### config.mk
export PLATFORM = sky130hd
export DESIGN_NAME = aes_dec_scheduler_flat
export DESIGN_NICKNAME = d
export VERILOG_FILES = /design/src/rtl/aes_dec_scheduler_pkg.sv /design/src/rtl/aes_dec_scheduler_if.sv /design/src/rtl/aes_dec_scheduler_rr_arb2.sv /design/src/rtl/aes_dec_scheduler.sv /design/src/flat_wrapper.sv
export SDC_FILE = /design/constraint.sdc
export NUM_CORES = 1
export LEC_CHECK = 0
export CAP_MARGIN = 20
export CORE_AREA = 10 10 249 251
export DETAILED_ROUTE_END_ITERATION = 6
export DIE_AREA = 0 0 259 261
export PLACE_DENSITY = 0.49
export SLEW_MARGIN = 20
export SYNTH_ARGS = -nofsm -noshare
export SYNTH_HDL_FRONTEND = slang
export SYNTH_SLANG_ARGS = --single-unit
export TNS_END_PERCENT = 30
### constraint.sdc
create_clock -name clk -period 15.12 [get_ports clk]
set_input_delay 3.78 -clock clk [delete_from_list [all_inputs] [get_ports clk]]
set_output_delay 3.78 -clock clk [all_outputs]
set_load 0.05 [all_outputs]
### src/rtl/aes_dec_scheduler_pkg.sv
// Shared types and defaults for the AES decrypt-engine scheduler.
package aes_dec_scheduler_pkg;
    localparam int AES_BLK_W   = 128;
    localparam int NR_DEF      = 10;
    localparam int TIMEOUT_DEF = 64;
    localparam int CNT_W_DEF   = 7;

    typedef enum logic [1:0] {
        IDLE,
        ISSUE,
        WAIT,
        RESP
    } state_t;
endpackage

### src/rtl/aes_dec_scheduler_if.sv
// Request, core and response signals of the scheduler; master = scheduler side.
interface aes_dec_scheduler_if;
    import aes_dec_scheduler_pkg::*;

    logic                 req0_valid;
    logic [AES_BLK_W-1:0] req0_data;
    logic                 req0_ready;
    logic                 req1_valid;
    logic [AES_BLK_W-1:0] req1_data;
    logic                 req1_ready;
    logic                 core_start;
    logic [AES_BLK_W-1:0] core_din;
    logic                 core_abort;
    logic                 core_done;
    logic [AES_BLK_W-1:0] core_dout;
    logic                 rsp_valid;
    logic                 rsp_ready;
    logic                 rsp_id;
    logic [AES_BLK_W-1:0] rsp_data;
    logic                 rsp_err;

    modport master (
        input  req0_valid, req0_data, req1_valid, req1_data,
        input  core_done, core_dout, rsp_ready,
        output req0_ready, req1_ready, core_start, core_din, core_abort,
        output rsp_valid, rsp_id, rsp_data, rsp_err
    );

    modport slave (
        output req0_valid, req0_data, req1_valid, req1_data,
        output core_done, core_dout, rsp_ready,
        input  req0_ready, req1_ready, core_start, core_din, core_abort,
        input  rsp_valid, rsp_id, rsp_data, rsp_err
    );
endinterface

### src/rtl/aes_dec_scheduler_rr_arb2.sv
// Two-way round-robin arbiter; the pointer moves past the winner only when the grant is taken.
module rr_arb2 (
    input  logic       clk,
    input  logic       rst,
    input  logic [1:0] valid,
    input  logic       accept,
    output logic       any,
    output logic       gnt_id
);
    logic ptr;

    assign any    = |valid;
    assign gnt_id = valid[ptr] ? ptr : ~ptr;

    always_ff @(posedge clk or posedge rst) begin
        if (rst) begin
            ptr <= 1'b0;
        end else if (accept) begin
            ptr <= ~gnt_id;
        end
    end
endmodule

### src/rtl/aes_dec_scheduler.sv
// Shares one iterative AES inverse-cipher core between two requesters,
// with a watchdog on core completion and a tagged valid/ready response.
module aes_dec_scheduler
    import aes_dec_scheduler_pkg::*;
#(
    parameter int NR      = NR_DEF,
    parameter int TIMEOUT = TIMEOUT_DEF,
    parameter int CNT_W   = CNT_W_DEF
) (
    input logic                 clk,
    input logic                 rst,
    aes_dec_scheduler_if.master bus
);
    if (TIMEOUT <= 4 * NR) begin : g_bad_timeout
        $error("TIMEOUT must exceed the nominal core latency 4*NR");
    end
    if ((1 << CNT_W) <= TIMEOUT) begin : g_bad_cnt_w
        $error("CNT_W too narrow for TIMEOUT");
    end

    state_t           state;
    logic [CNT_W-1:0] cnt;
    logic             cap_id;
    logic             req_any;
    logic             gnt_id;
    logic             accept;

    // Ready is combinational so the requester sees acceptance in the grant cycle.
    assign accept         = (state == IDLE) && req_any && !rst;
    assign bus.req0_ready = accept && !gnt_id;
    assign bus.req1_ready = accept && gnt_id;

    rr_arb2 u_arb (
        .clk    (clk),
        .rst    (rst),
        .valid  ({bus.req1_valid, bus.req0_valid}),
        .accept (accept),
        .any    (req_any),
        .gnt_id (gnt_id)
    );

    always_ff @(posedge clk or posedge rst) begin
        if (rst) begin
            state          <= IDLE;
            cnt            <= '0;
            cap_id         <= 1'b0;
            bus.core_start <= 1'b0;
            bus.core_din   <= '0;
            bus.core_abort <= 1'b0;
            bus.rsp_valid  <= 1'b0;
            bus.rsp_id     <= 1'b0;
            bus.rsp_data   <= '0;
            bus.rsp_err    <= 1'b0;
        end else begin
            bus.core_start <= 1'b0;
            bus.core_abort <= 1'b0;
            case (state)
                IDLE: begin
                    if (req_any) begin
                        bus.core_din   <= gnt_id ? bus.req1_data : bus.req0_data;
                        cap_id         <= gnt_id;
                        bus.core_start <= 1'b1;
                        state          <= ISSUE;
                    end
                end
                ISSUE: begin
                    cnt   <= '0;
                    state <= WAIT;
                end
                WAIT: begin
                    // A completion on the timeout cycle still counts as success.
                    if (bus.core_done) begin
                        bus.rsp_data  <= bus.core_dout;
                        bus.rsp_err   <= 1'b0;
                        bus.rsp_id    <= cap_id;
                        bus.rsp_valid <= 1'b1;
                        state         <= RESP;
                    end else if (cnt == CNT_W'(TIMEOUT - 1)) begin
                        bus.core_abort <= 1'b1;
                        bus.rsp_data   <= '0;
                        bus.rsp_err    <= 1'b1;
                        bus.rsp_id     <= cap_id;
                        bus.rsp_valid  <= 1'b1;
                        state          <= RESP;
                    end else if (cnt != '1) begin
                        cnt <= cnt + 1'b1;
                    end
                end
                RESP: begin
                    if (bus.rsp_ready) begin
                        bus.rsp_valid <= 1'b0;
                        state         <= IDLE;
                    end
                end
                default: state <= IDLE;
            endcase
        end
    end
endmodule
### src/flat_wrapper.sv
// flat-port wrapper written by rule: the top's interface ports become plain ports
module aes_dec_scheduler_flat import aes_dec_scheduler_pkg::*;
#(
    parameter int NR      = NR_DEF,
    parameter int TIMEOUT = TIMEOUT_DEF,
    parameter int CNT_W   = CNT_W_DEF
)
  (clk, rst, bus_req0_valid, bus_req0_data, bus_req1_valid, bus_req1_data, bus_core_done, bus_core_dout, bus_rsp_ready, bus_req0_ready, bus_req1_ready, bus_core_start, bus_core_din, bus_core_abort, bus_rsp_valid, bus_rsp_id, bus_rsp_data, bus_rsp_err);
  aes_dec_scheduler_if bus_i ();
  input logic clk;
  input logic rst;
  input wire logic [$bits(bus_i.req0_valid)-1:0] bus_req0_valid;
  input wire logic [$bits(bus_i.req0_data)-1:0] bus_req0_data;
  input wire logic [$bits(bus_i.req1_valid)-1:0] bus_req1_valid;
  input wire logic [$bits(bus_i.req1_data)-1:0] bus_req1_data;
  input wire logic [$bits(bus_i.core_done)-1:0] bus_core_done;
  input wire logic [$bits(bus_i.core_dout)-1:0] bus_core_dout;
  input wire logic [$bits(bus_i.rsp_ready)-1:0] bus_rsp_ready;
  output wire logic [$bits(bus_i.req0_ready)-1:0] bus_req0_ready;
  output wire logic [$bits(bus_i.req1_ready)-1:0] bus_req1_ready;
  output wire logic [$bits(bus_i.core_start)-1:0] bus_core_start;
  output wire logic [$bits(bus_i.core_din)-1:0] bus_core_din;
  output wire logic [$bits(bus_i.core_abort)-1:0] bus_core_abort;
  output wire logic [$bits(bus_i.rsp_valid)-1:0] bus_rsp_valid;
  output wire logic [$bits(bus_i.rsp_id)-1:0] bus_rsp_id;
  output wire logic [$bits(bus_i.rsp_data)-1:0] bus_rsp_data;
  output wire logic [$bits(bus_i.rsp_err)-1:0] bus_rsp_err;
  assign bus_i.req0_valid = bus_req0_valid;
  assign bus_i.req0_data = bus_req0_data;
  assign bus_i.req1_valid = bus_req1_valid;
  assign bus_i.req1_data = bus_req1_data;
  assign bus_i.core_done = bus_core_done;
  assign bus_i.core_dout = bus_core_dout;
  assign bus_i.rsp_ready = bus_rsp_ready;
  assign bus_req0_ready = bus_i.req0_ready;
  assign bus_req1_ready = bus_i.req1_ready;
  assign bus_core_start = bus_i.core_start;
  assign bus_core_din = bus_i.core_din;
  assign bus_core_abort = bus_i.core_abort;
  assign bus_rsp_valid = bus_i.rsp_valid;
  assign bus_rsp_id = bus_i.rsp_id;
  assign bus_rsp_data = bus_i.rsp_data;
  assign bus_rsp_err = bus_i.rsp_err;
  aes_dec_scheduler #(.NR(NR), .TIMEOUT(TIMEOUT), .CNT_W(CNT_W)) u_core (.clk(clk), .rst(rst), .bus(bus_i));
endmodule
# --- Word-level counts from Yosys, hierarchy flattened ---
# Index checks and enable logic that the tools add are counted.
totals:
  reg_bits: 272
  in_bits: 390
  output_inout_bits: 263
  wordCells: 69
classes:
  add_sub_neg: 1
  n_lt_le_gt_ge: 1
  eq_ne: 11
  n_mux: 27
  bitwise_logic: 2
  reduce_logical: 16
ops:
  columns: ["op", "count"]
  rows:
  - ["$mux W128", 3]
  - ["$mux W7", 3]
  - ["$mux W1", 14]
  - ["$pmux W7 S2", 1]
  - ["$mux W2", 4]
  - ["$pmux W2 S4", 1]
  - ["$add A7 B1 Y7 const B", 1]
  - ["$eq A7 B6 Y1 const B", 1]
  - ["$ne A7 B7 Y1 const B", 1]
  - ["$ne A2 B2 Y1 const B", 3]
  - ["$reduce_and A3 Y1", 2]
  - ["$reduce_bool A2 Y1", 3]
  - ["$eq A2 B2 Y1 const B", 2]
  - ["$logic_and A1 B1 Y1", 4]
  - ["$ne A2 B1 Y1 const B", 2]
  - ["$reduce_and A2 Y1", 2]
  - ["$reduce_and A4 Y1", 1]
  - ["$ne A3 B2 Y1 const B", 1]
  - ["$eq A2 B1 Y1 const B", 1]
  - ["$logic_not A1 Y1", 2]
  - ["$logic_not A2 Y1", 1]
  - ["$lt A1 B2 Y1 const B", 1]
  - ["$not A1 Y1", 2]
  - ["$pmux W1 S2", 1]
  - ["$reduce_or A2 Y1", 1]

# --- Longest topological paths before layout ---
logic_depth:
  depth_word: 5
  depth_mapped: 8
  ltp_nobuf: 6

# --- By module ---
# From an unflattened synthesis, not the netlist that was laid out.
hier_totals:
  cells_unflattened: 931
  hier_area_um2: 11243.3
modules_own_cells:
  columns: ["mod", "n_inst", "cells_each", "area_each_um2", "seq_area_each_um2"]
  rows:
  - ["aes_dec_scheduler", 1, 924, 11183.2, 6781.5]
  - ["rr_arb2", 1, 7, 60.1, 25.0]

# --- Least setup slack after synthesis ---
# Ideal clock, no wire load.
synth_path:
  path_type: "input -> output"
  from: "input port rst"
  to: "output port bus_req0_ready"
  arrival_time_ns: 10.497
  t_required_ns: 11.340
  setup_slack_ns: 0.843
  stages: 2
  n_path_buf: 0
  cell_sequence: "inv_1 -> and3_1"
synth_via:
  elab_chain_cells: 3
synth_lines:
  columns: ["item", "line_no", "text"]
  rows:
  - ["from (decl)", "flat_wrapper.sv:11", "input logic rst;"]
  - ["$logic_not A1 Y1", "aes_dec_scheduler.sv:29", "assign accept = (state == IDLE) && req_any && !rst;"]
  - ["$logic_and A1 B1 Y1", "aes_dec_scheduler.sv:29", null]
  - ["$logic_and A1 B1 Y1", "aes_dec_scheduler.sv:30", "assign bus.req0_ready = accept && !gnt_id;"]
  - ["to (decl)", "flat_wrapper.sv:19", "output wire logic [$bits(bus_i.req0_ready)-1:0] bus_req0_ready;"]
# No other way between the ends.

# --- Final worst setup path ---
layout_path:
  from: "input port bus_req0_valid"
  to: "output port bus_req0_ready"
layout_via:
  elab_chain_cells: 5
  word_cells_on_any_way: 8
  classes_between: "mux (3); reduce/logical (5)"
layout_lines:
  columns: ["item", "line_no", "text"]
  rows:
  - ["from (decl)", "flat_wrapper.sv:12", "input wire logic [$bits(bus_i.req0_valid)-1:0] bus_req0_valid;"]
  - ["$mux W1 (implied by the code) (2 in a row)", "aes_dec_scheduler_rr_arb2.sv:13", "assign gnt_id = valid[ptr] ? ptr : ~ptr;"]
  - ["$mux W1", "aes_dec_scheduler_rr_arb2.sv:13", null]
  - ["$logic_not A1 Y1", "aes_dec_scheduler.sv:30", null]
  - ["$logic_and A1 B1 Y1 (*)", "aes_dec_scheduler.sv:30", null]
# Every way passes the cells marked *; elsewhere a longest branch is shown, timed or not. The select of a mux whose other input is x is not followed.

==> flow_metrics.py <==
metrics = {
    "finish": {
        "fin_util_pct": 34.1,
        "mostFrequentLayoutCells": "clkdlybuf4s50_1 (652), dfrtp_1 (272), nand2_1 (133), a22o_1 (129), mux2i_1 (128)",
        "syn2layout_area_growth_pct": 74.5,
        "layout-drive-gt1-share_pct": 4.56,
        "finalNonFillerCells": 2348,
        "final_common_cell": "clkdlybuf4s50_1",
        "nNetsFinal": 1950,
    },
    "setup_path": {
        "reg2reg_slack_ns": 11.76,
        "cp_cell_sequence": "clkdlybuf4s50_1 > inv_2 > mux2i_4 > buf_16 > and3_1 > clkdlybuf4s50_1",
        "crit_buf_inv": 4,
        "reg2reg_to": "u_core.bus.core_din[9]",
        "required_ns": 11.34,
        "crit_type": "input port to output port",
        "arrival_ns": 6.06,
        "critical_path_peak_fanout": 12,
        "critPathLaunchType": "input port",
        "reg2reg_from": "u_core.state[0]",
        "cp_slowest_stage_delay_ns": 0.83,
        "crit_family": "buffers and inverters",
        "cp_common_cell": "clkdlybuf4s50_1",
        "reg2reg_depth": 7,
        "crit_start": "bus_req0_valid",
        "cp-end-kind": "output port",
        "slowest_stage": "clkdlybuf4s50_1",
    },
    "clock_tree": {
        "cts_buffer_depth": 3,
        "cts.sinks": 272,
        "htreeDepth": 2,
        "cts.repair.resized": 0,
        "clock_latency_ns": 0.53,
        "cts_tree": "built",
        "hold_buffers": 0,
        "cts_buffers": 35,
        "post_cts_buffers": 0,
        "cts-root-buf": "clkbuf_16",
        "path_clk_slew_ns": 0.05,
    },
    "route": {
        "finalWirelength_mm": 48.4,
        "via_per_inst": 4.07,
        "dr_wl_met2_mm": 23.3,
        "wl_met3_mm": 5.57,
        "drt_iter0_markers": 379,
        "post-route-drc-count": 0,
        "met1_length_mm": 18.4,
        "avgRoutedWirePerCell_um": 20.6,
        "drt_pass1_iterations": 4,
        "antenna_left": 0,
        "dr.max_layer_used": "met5",
        "vias": 9551,
    },
    "yosys": {
        "syn_inst": 930,
        "synth_area_per_cell_sq_um": 12.0,
        "ys_ff_latch": 272,
        "yosysWarnings": 0,
        "ys.flop_type": "dfrtp_1",
        "syn_area_sq_mm": 0.0112,
        "synth_edf_count": 0,
        "synth_seq_area_share_pct": 60.9,
        "synth_cell_types": 37,
        "synthArstFlopShare_pct": 100,
        "synth_top_area_share_pct": 60.9,
        "syn-num-nets": 1325,
        "synth_top_cell_by_area": "dfrtp_1",
        "synthTopCellsByArea": "dfrtp_1 (61%), mux2i_1 (12%), a22o_1 (10%), nand2_1 (4.5%), o21ai_1 (3.9%)",
    },
    "die": {
        "die_w_um": 259,
        "io_pins": 653,
        "core_sq_mm": 0.0571,
        "dieHeight_um": 261,
        "initial_utilization_pct": 19.6,
        "std_cell_rows": 88,
        "die-area_sq_mm": 0.0676,
    },
    "global_routing": {
        "overflow": 0,
        "grt_max_degree": 114,
        "grt_pass1_wl_mm": 69.9,
        "grt_use_total_pct": 13.6,
        "grt_pass1_vias": 10300,
        "antenna_found_initial": 12,
    },
    "power_and_ir_drop": {
        "powerDensity_mw_per_mm2": 246,
        "leakagePower_nw": 8.55,
        "ir_worst_vdd_uv": 114,
    },
    "sta": {
        "finalCritPeriodShare_pct": 65.1,
        "rsz0062_at_grt": "no",
        "setup_tns_ns": 0,
        "skew_ns": 0.0130,
        "fmax_mhz": 102,
        "hold_viol": 0,
        "tightest_slew_ns": 0.986,
        "report.final.slew_viol_count": 0,
        "period_minus_slack_ns": 9.84,
        "final-setup-viol-count": 0,
        "slew-limit-headroom_pct": 34.3,
    },
    "placement": {
        "gp_congestion": 0.756,
        "dpl.cell_count": 2282,
        "io_buffers": 652,
        "place_hpwl_mm": 37.3,
    },
    "min_path": {
        "holdPathEnd": "u_core.bus.core_din[69]",
        "min_delay_path_depth": 2,
        "hold_start": "u_core.bus.core_din[69]",
        "hold_class": "flip-flop to flip-flop",
    },
    "status": {
        "status": "completed",
    },
    "flow_run": {
        "maxCapViolations": 0,
    },
}
==> worst max-delay path by stage <==
stage	end	slack, ns	cells past startpoint
after CTS	bus_req0_ready	4.88	5
after global routing	bus_req0_ready	5.18	4
after global placement	bus_req0_ready	4.94	5
after floorplan	bus_req0_ready	0.84	2
after detailed placement	bus_req0_ready	4.89	5
final	bus_req0_ready	5.28	6
==> kinds of logic (layout without fill, tap and decap cells) <==
logic type / after synthesis / count (layout) / share of synthesized area, %
AND/OR/NAND/NOR: 160 / 160 / 5.84
AO/OA/AOI/OAI: 280 / 280 / 17.1
buffers and inverters: 81 / 730 / 3.72
other: 0 / 4 / 0
adder cells (fa/ha/maj): 5 / 5 / 0.560
multiplexers: 131 / 131 / 11.8
XOR/XNOR: 1 / 1 / 0.0784
flip-flops: 272 / 272 / 60.9
==> layout make-up <==
cell class,count,area [sq um]
Antenna cell,4,10.0
Sequential cell,272,6810
Inverter,7,33.8
Multi-Input combinational cell,577,3980
Clock inverter,14,116
Tap cell,765,957
Fill cell,5791,37600
Timing Repair Buffer,662,6630
Clock buffer,47,962
==> report_power, final <==
part | switching (mW) | leakage (nW) | total (mW) | internal (mW)
logic | 1.82 | 4.63 | 2.75 | 0.938
registers | 0.180 | 3.39 | 1.25 | 1.07
clock network | 0.323 | 0.534 | 0.788 | 0.465
==> sequential cells by signal (all words and copies together), names as in the netlist <==
register / cells
u_core.state: 2
u_core.bus.rsp_data: 128
u_core.cap_id: 1
u_core.bus.rsp_id: 1
u_core.bus.core_start: 1
u_core.cnt: 7
u_core.u_arb.ptr: 1
u_core.bus.rsp_err: 1
u_core.bus.core_din: 128
u_core.bus.rsp_valid: 1
u_core.bus.core_abort: 1
==> Yosys cell counts, types with 2 or more instances <==
cell / n
inv_1: 6
mux2i_1: 129
nor2b_1: 4
buf_2: 34
nand4_1: 2
mux2_2: 2
nor3_1: 6
clkbuf_1: 26
o21ai_0: 44
nand2_1: 134
nor2_1: 6
and2_1: 2
a21oi_1: 12
ha_1: 5
dfrtp_1: 272
buf_4: 2
buf_6: 8
buf_1: 3
a22o_1: 129
o21ai_1: 87
==> worst register-to-register path, cell delays in order, from the launching register on <==
cell and delay, ns:
dfrtp_1 0.36, inv_1 0.08, ha_1 0.27, o21ai_4 0.09, buf_4 0.71, buf_4 0.75, buf_4 0.73, o21ai_1 0.22
==> metal layers <==
layer,GRT usage [%],vias up
met1,15.0,4414
met5,0,-
met3,6.70,69
met4,4.25,14
li1,-,4597
met2,22.7,457
==> stage by stage <==
step | setup WS (ns) | instance area (sq um) | total power [mW] | hold slack (ns)
3_3_place_gp | 4.94 | 18400 | 4.04 | 0.461
3_5_place_dp | 4.89 | 18400 | 4.05 | 0.469
5_1_grt | 5.18 | 19500 | 5.07 | 0.502
6_report | 5.28 | 19500 | 4.79 | 0.472
4_1_cts | 4.88 | 19500 | 4.88 | 0.482
2_1_floorplan | 0.843 | 11200 | 3.02 | 0.446
Power figures use the tool's default switching activity.
